## config.mk

```make
export PLATFORM = sky130hd
export DESIGN_NAME = hit_acc_frame
export DESIGN_NICKNAME = d
export VERILOG_FILES = /design/src/rtl/hit_acc_frame.sv
export SDC_FILE = /design/constraint.sdc
export NUM_CORES = 1
export LEC_CHECK = 0
export ABC_CLOCK_PERIOD_IN_PS = 2850
export CAP_MARGIN = 30
export CORE_AREA = 2 2 60 62
export DETAILED_ROUTE_END_ITERATION = 10
export DIE_AREA = 0 0 62 64
export PLACE_DENSITY_LB_ADDON = 0.12
export SLEW_MARGIN = 20
export SYNTH_ARGS = -nofsm -noshare
export SYNTH_HDL_FRONTEND = slang
export SYNTH_SLANG_ARGS = --single-unit
export TNS_END_PERCENT = 50
```

## constraint.sdc

```tcl
create_clock -name clk_i -period 2.85 [get_ports clk_i]
set_input_delay 0.57 -clock clk_i [delete_from_list [all_inputs] [get_ports clk_i]]
set_output_delay 0.57 -clock clk_i [all_outputs]
set_load 0.01 [all_outputs]
```

## src/rtl/hit_acc_frame.sv

```systemverilog
// Frame-based hit accumulator: popcounts a hit bus every accepted beat, accumulates
// the counts per frame and hands each closed frame total out on a valid/ready result port.
module hit_acc_frame #(
    parameter int LANES    = 4,
    parameter int CNT_W    = 8,
    parameter int SATURATE = 1,
    parameter int PIPE     = 1
) (
    input  logic             clk_i,
    input  logic             rst_ni,
    input  logic             acc_clear_i,
    input  logic             acc_en_i,
    input  logic             acc_last_i,
    input  logic [LANES-1:0] hit_i,
    input  logic [CNT_W-1:0] thresh_i,
    output logic             acc_ready_o,
    output logic [CNT_W-1:0] candidate_o,
    output logic             sat_o,
    output logic             res_valid_o,
    input  logic             res_ready_i,
    output logic [CNT_W-1:0] res_count_o,
    output logic             res_over_o,
    output logic             res_sat_o,
    output logic [1:0]       dbg_state_o
);

    localparam int PSUM_W = $clog2(LANES + 1);

    // Handshakes: a beat moves when acc_en_i & acc_ready_o (and no clear in that cycle);
    // a result moves when res_valid_o & res_ready_i. Both are sampled at the rising edge.
    typedef enum logic [1:0] {
        ST_ACC   = 2'd0,
        ST_DRAIN = 2'd1,
        ST_HOLD  = 2'd2
    } state_t;

    state_t state_q, state_d;

    logic              accept;
    logic [PSUM_W-1:0] psum;
    logic              add_valid;
    logic              add_last;
    logic [PSUM_W-1:0] add_sum;
    logic [CNT_W:0]    sum_w;
    logic              ovf;
    logic [CNT_W-1:0]  sum_fin;
    logic              close;

    assign acc_ready_o = (state_q == ST_ACC);
    assign res_valid_o = (state_q == ST_HOLD);
    assign dbg_state_o = state_q;
    assign accept      = acc_en_i & acc_ready_o & ~acc_clear_i;

    always_comb begin
        psum = '0;
        if (accept) begin
            for (int i = 0; i < LANES; i++) begin
                psum = psum + PSUM_W'(hit_i[i]);
            end
        end
    end

    generate
        if (PIPE != 0) begin : g_pipe
            logic              stg_valid_q;
            logic              stg_last_q;
            logic [PSUM_W-1:0] stg_sum_q;

            always_ff @(posedge clk_i or negedge rst_ni) begin
                if (!rst_ni) begin
                    stg_valid_q <= 1'b0;
                    stg_last_q  <= 1'b0;
                    stg_sum_q   <= '0;
                end else if (acc_clear_i) begin
                    stg_valid_q <= 1'b0;
                    stg_last_q  <= 1'b0;
                    stg_sum_q   <= '0;
                end else begin
                    stg_valid_q <= accept;
                    stg_last_q  <= accept & acc_last_i;
                    stg_sum_q   <= psum;
                end
            end

            assign add_valid = stg_valid_q;
            assign add_last  = stg_last_q;
            assign add_sum   = stg_sum_q;
        end else begin : g_comb
            assign add_valid = accept;
            assign add_last  = accept & acc_last_i;
            assign add_sum   = psum;
        end
    endgenerate

    // The carry bit of the widened sum is the overflow flag for both arithmetic modes.
    assign sum_w   = {1'b0, candidate_o} + (CNT_W + 1)'(add_sum);
    assign ovf     = sum_w[CNT_W];
    assign sum_fin = (ovf && (SATURATE != 0)) ? {CNT_W{1'b1}} : sum_w[CNT_W-1:0];
    assign close   = add_valid & add_last;

    always_ff @(posedge clk_i or negedge rst_ni) begin
        if (!rst_ni) begin
            candidate_o <= '0;
            sat_o       <= 1'b0;
            res_count_o <= '0;
            res_over_o  <= 1'b0;
            res_sat_o   <= 1'b0;
        end else if (acc_clear_i) begin
            candidate_o <= '0;
            sat_o       <= 1'b0;
        end else if (close) begin
            res_count_o <= sum_fin;
            res_over_o  <= (sum_fin >= thresh_i);
            res_sat_o   <= sat_o | ovf;
            candidate_o <= '0;
            sat_o       <= 1'b0;
        end else if (add_valid) begin
            candidate_o <= sum_fin;
            sat_o       <= sat_o | ovf;
        end
    end

    always_ff @(posedge clk_i or negedge rst_ni) begin
        if (!rst_ni) begin
            state_q <= ST_ACC;
        end else begin
            state_q <= state_d;
        end
    end

    always_comb begin
        state_d = state_q;
        case (state_q)
            ST_ACC: begin
                if (accept && acc_last_i) begin
                    state_d = (PIPE != 0) ? ST_DRAIN : ST_HOLD;
                end
            end
            ST_DRAIN: state_d = ST_HOLD;
            ST_HOLD: begin
                if (res_ready_i) begin
                    state_d = ST_ACC;
                end
            end
            default: state_d = ST_ACC;
        endcase
        if (acc_clear_i) begin
            state_d = ST_ACC;
        end
    end

endmodule

```

# Word level (Yosys, flattened, before mapping)
# Index checks and enable logic that the tools add are counted.
[totals] regBits=26 latchBits=0 mem_bits_rw=0 rom_bits=0 inputBits=18 elab_cells=44 memories=0
[op_classes] add_sub_neg=4 n_mul=0 div=0 n_lt_le_gt_ge=1 eq_ne=4 n_shift=0 mux=15 n_bitwise=6 reduce_logical=5
[op_table] operator="8-bit two-way mux" count=4
[op_table] operator="8-bit by 3-bit adder with 9-bit output" count=1
[op_table] operator="8-bit greater-or-equal comparator" count=1
[op_table] operator="2-bit two-way mux" count=3
[op_table] operator="3-bit two-way mux" count=2
[op_table] operator="3-bit by 2-bit != test with 1-bit output (second input constant)" count=2
[op_table] operator="2-bit case mux with 3 select lines" count=1
[op_table] operator="1-bit two-way mux" count=5
[op_table] operator="1-bit bitwise AND" count=4
[op_table] operator="2-bit AND reduction" count=2
[op_table] operator="2-bit by 1-bit adder with 3-bit output" count=1
[op_table] operator="3-bit by 1-bit adder with 3-bit output" count=1
[op_table] operator="3-bit nonzero test" count=1
[op_table] operator="1-bit by 1-bit adder with 2-bit output" count=1
[op_table] operator="2-bit by 1-bit equality test with 1-bit output (second input constant)" count=1
[op_table] operator="2-bit equality test (second input constant)" count=1
[op_table] operator="2-bit logical NOT" count=1
[op_table] operator="1-bit logical AND" count=1
[op_table] operator="1-bit inverter" count=1
[op_table] operator="1-bit bitwise OR" count=1

# Logic depth before layout (Yosys ltp)
[logic_depth] depth_word=7 depth_mapped=10

# Worst setup path after synthesis
# No wires, ideal clock.
[synth_timing] path_type="register to register" start="register candidate_o[0]" end="register res_over_o" arrival_time_ps=2282 required_time_ps=2724 path_slack_ps=443 stages_incl_launch_ff=11 path_buffers=0 synth_period_minus_slack_ps=2407 cell_sequence="dfrtp_1 ha_1 fa_1 a21o_2 a41oi_1 a21oi_1 ha_1 a21oi_1 o21ai_0 nor3_1 o22ai_1"
[synth_between] elab_chain_len=3
[synth_rtl] element="start: declaration" line_no="17" text="output logic [CNT_W-1:0] candidate_o,"
[synth_rtl] element="start signal: assignment" line_no="118" text="candidate_o <= sum_fin;"
[synth_rtl] element="8-bit by 3-bit adder with 9-bit output" line_no="96" text="assign sum_w = {1'b0, candidate_o} + (CNT_W + 1)'(add_sum);"
[synth_rtl] element="8-bit two-way mux" line_no="98" text="assign sum_fin = (ovf && (SATURATE != 0)) ? {CNT_W{1'b1}} : sum_w[CNT_W-1:0];"
[synth_rtl] element="net sum_fin[6]" line_no="46" text="logic [CNT_W-1:0] sum_fin;"
[synth_rtl] element="8-bit greater-or-equal comparator" line_no="113" text="res_over_o <= (sum_fin >= thresh_i);"
[synth_rtl] element="end signal: assignment" line_no="113"
[synth_rtl] element="end: declaration" line_no="22" text="output logic res_over_o,"
# The timed path passes the listed nets, and every way through them passes these cells.
# A chain may end at the register's enable or synchronous reset.

# Final worst setup path
# Same ends and word-level chain as after synthesis.

==> flow_summary.json <==
{
  "met2RoutedLength_mm": 1.70,
  "synth_nets": 188,
  "outcome": "completed",
  "dpl_cell_area_mm2": 0.00197,
  "skew_ps": 11.2,
  "dr_wl_met3_um": 169,
  "worst_ep_required_time_ps": 3070,
  "crit_path_max_fanout": 3,
  "initial_core_util_pct": 46.2,
  "final_util_pct": 60.6,
  "groute.usage.overall_pct": 19.3,
  "drc_errors": 0,
  "synth.top_cell.area_share_pct": 42.9,
  "fillers": 294,
  "period_needed_ps": 2600,
  "wl_per_cell_um": 14.2,
  "synthCells": 155,
  "final_cells": 241,
  "crit_arrival_ps": 2820,
  "fin_area_mm2": 0.00199,
  "ctsResizeCount": 0,
  "worst_pin_slew_ps": 446,
  "tns_ps": 0,
  "grt_max_degree": 27,
  "cp-end-kind": "flip-flop",
  "area_growth_pct": 31.2,
  "synth_area_mm2": 0.00152,
  "setup_violations": 0,
  "ios": 41,
  "die_area_mm2": 0.00397,
  "finalHoldViolCount": 0,
  "synth-seq-cells": 26,
  "clk_latency_ps": 320,
  "drt-pass1-iter-count": 4,
  "antenna_cells": 0,
  "hp-class": "reg -> reg",
  "core_mm2": 0.00328,
  "postCtsSetupBuffers": 0,
  "yosys-top-cells-area": "dfrtp_1, ha_1, a21oi_1",
  "cts_hold_buf": 0,
  "yosysWarningCount": 0,
  "fin_nets": 230,
  "drt-initial-drc-count": 52,
  "routabilityCongestion": 0.876,
  "grt_pass1_wl_mm": 5.76,
  "viasPerCell": 5.29,
  "slew_headroom_pct": 70.3,
  "synth_flop_cell": "dfrtp_1",
  "cts-htree-levels": 1,
  "cellLeakagePower_nw": 0.943,
  "vias": 1274,
  "clockBufferDepth": 2,
  "synthArstFlopShare_pct": 100,
  "die_w_um": 62,
  "startpoint_type": "flip-flop",
  "yosys.area.top_type": "dfrtp_1",
  "synth_edf_count": 0,
  "die_h_um": 64,
  "p_per_area_mw_per_mm2": 373,
  "avgSynthCellArea_um2": 9.79,
  "cts-buffers-inserted": 3,
  "clock-root-buffer": "clkbuf_4",
  "grt_pass1_vias": 1256,
  "detail-route-antenna-nets": 0,
  "cap_violations": 0,
  "drv_slew": 0,
  "irDropWorstVdd_mv": 0.238,
  "met1_length_mm": 1.49,
  "drt_wl_total_mm": 3.42,
  "route.top_layer_used": "met4",
  "finalCritPeriodShare_pct": 91.2,
  "dp_hpwl_mm": 2.74,
  "post-place-cells": 238,
  "clkTransAtPathRegs_ps": 150,
  "rsz0062_at_grt": "no",
  "cts_sinks": 26,
  "timing.fmax_ghz": 0.385,
  "synthDistinctLibCells": 39,
  "row_count": 21,
  "overflow": 0,
  "antenna_found_initial": 0,
  "drive_above_1_share_pct": 8.72,
  "crit_type": "reg -> reg",
  "hold_slack_ps": 480,
  "cts_tree": "built",
  "ys_seq_area_share_pct": 42.9,
  "portBuffers": 40
}
==> routing by layer <==
metal	up-vias	GRT usage [%]
met1	598	25.4
met4	0	4.52
met5	-	0
li1	625	-
met3	8	2.63
met2	43	32.7
==> critical path, cell delays in order, from the launching register on <==
cell     delay, ps
dfrtp_1        430
ha_1           230
fa_1           430
a21oi_2        260
nor2_1         100
a21oi_1        250
ha_1           310
a21oi_1        150
o21ai_0         90
nor3_1         140
o22ai_1        100
==> metrics by stage <==
| stage | setup slack (ps) | power [mW] |
|---|---|---|
| finish | 250 | 0.743 |
| global route | 42.6 | 0.791 |
| CTS | 240 | 0.750 |
| detailed placement | 263 | 0.592 |
| global placement | 354 | 0.586 |
| floorplan | 443 | 0.494 |
==> synth_stat cells, types with 3 or more instances <==
cell type	n
clkbuf_1	3
a31oi_1	5
inv_1	12
nand2_1	13
nand4_1	3
dfrtp_1	26
a21oi_1	13
and2_1	5
o21ai_1	3
nor2_1	14
mux2_2	3
ha_1	13
o21ai_0	7
==> registers in the layout, indices dropped and copies added (netlist names) <==
signal / cells
add_last: 1
sat_o: 1
add_sum: 3
candidate_o: 8
res_over_o: 1
res_count_o: 8
res_sat_o: 1
dbg_state_o: 2
add_valid: 1
==> final timing paths <==
path                                     start              to  slack (ps)  cells after the start
min in group asynchronous               rst_ni       res_sat_o         610                      2
worst max-delay path            candidate_o[0]      res_over_o         250                     10
max in group asynchronous               rst_ni  candidate_o[3]        1990                      2
worst max register to register  candidate_o[0]      res_over_o         250                     10
worst min-delay path                 res_sat_o       res_sat_o         480                      2
worst min register to register       res_sat_o       res_sat_o         480                      2
==> report_power, final <==
group	internal, mW	total, mW	switching (mW)
clock	0.0495	0.161	0.111
combinational	0.0961	0.170	0.0734
sequential	0.394	0.413	0.0187
total	0.540	0.743	0.203
==> final cells by class <==
| cell class | count | area (um2) | area share, % |
|---|---|---|---|
| Sequential cell | 26 | 651 | 32.7 |
| Timing Repair Buffer | 42 | 415 | 20.9 |
| Inverter | 12 | 45.0 | 2.26 |
| Clock buffer | 3 | 22.5 | 1.13 |
| Tap cell | 46 | 57.6 | 2.89 |
| Multi-Input combinational cell | 112 | 801 | 40.2 |
==> cell families (layout without fill, tap and decap cells) <==
logic type	after synthesis	count (layout)	synth area share (%)
buf+inv	17	57	4.37
fa+ha+maj	15	15	13.4
compound gates	40	40	16.3
simple gates	49	49	17.1
mux	5	5	4.20
xor+xnor	3	3	1.73
flops	26	26	42.9
==> layout by cell type (no fill, tap or decap), drive strengths merged, types with 3 or more instances in the layout <==
| master | n |
|---|---|
| dfrtp | 26 |
| inv | 12 |
| ha | 13 |
| o21ai | 10 |
| clkbuf | 3 |
| a31oi | 5 |
| and2 | 5 |
| nand4 | 3 |
| nor2 | 14 |
| clkdlybuf4s50 | 40 |
| nand2 | 14 |
| a21oi | 15 |
| mux2 | 5 |
Power figures use the tool's default switching activity.
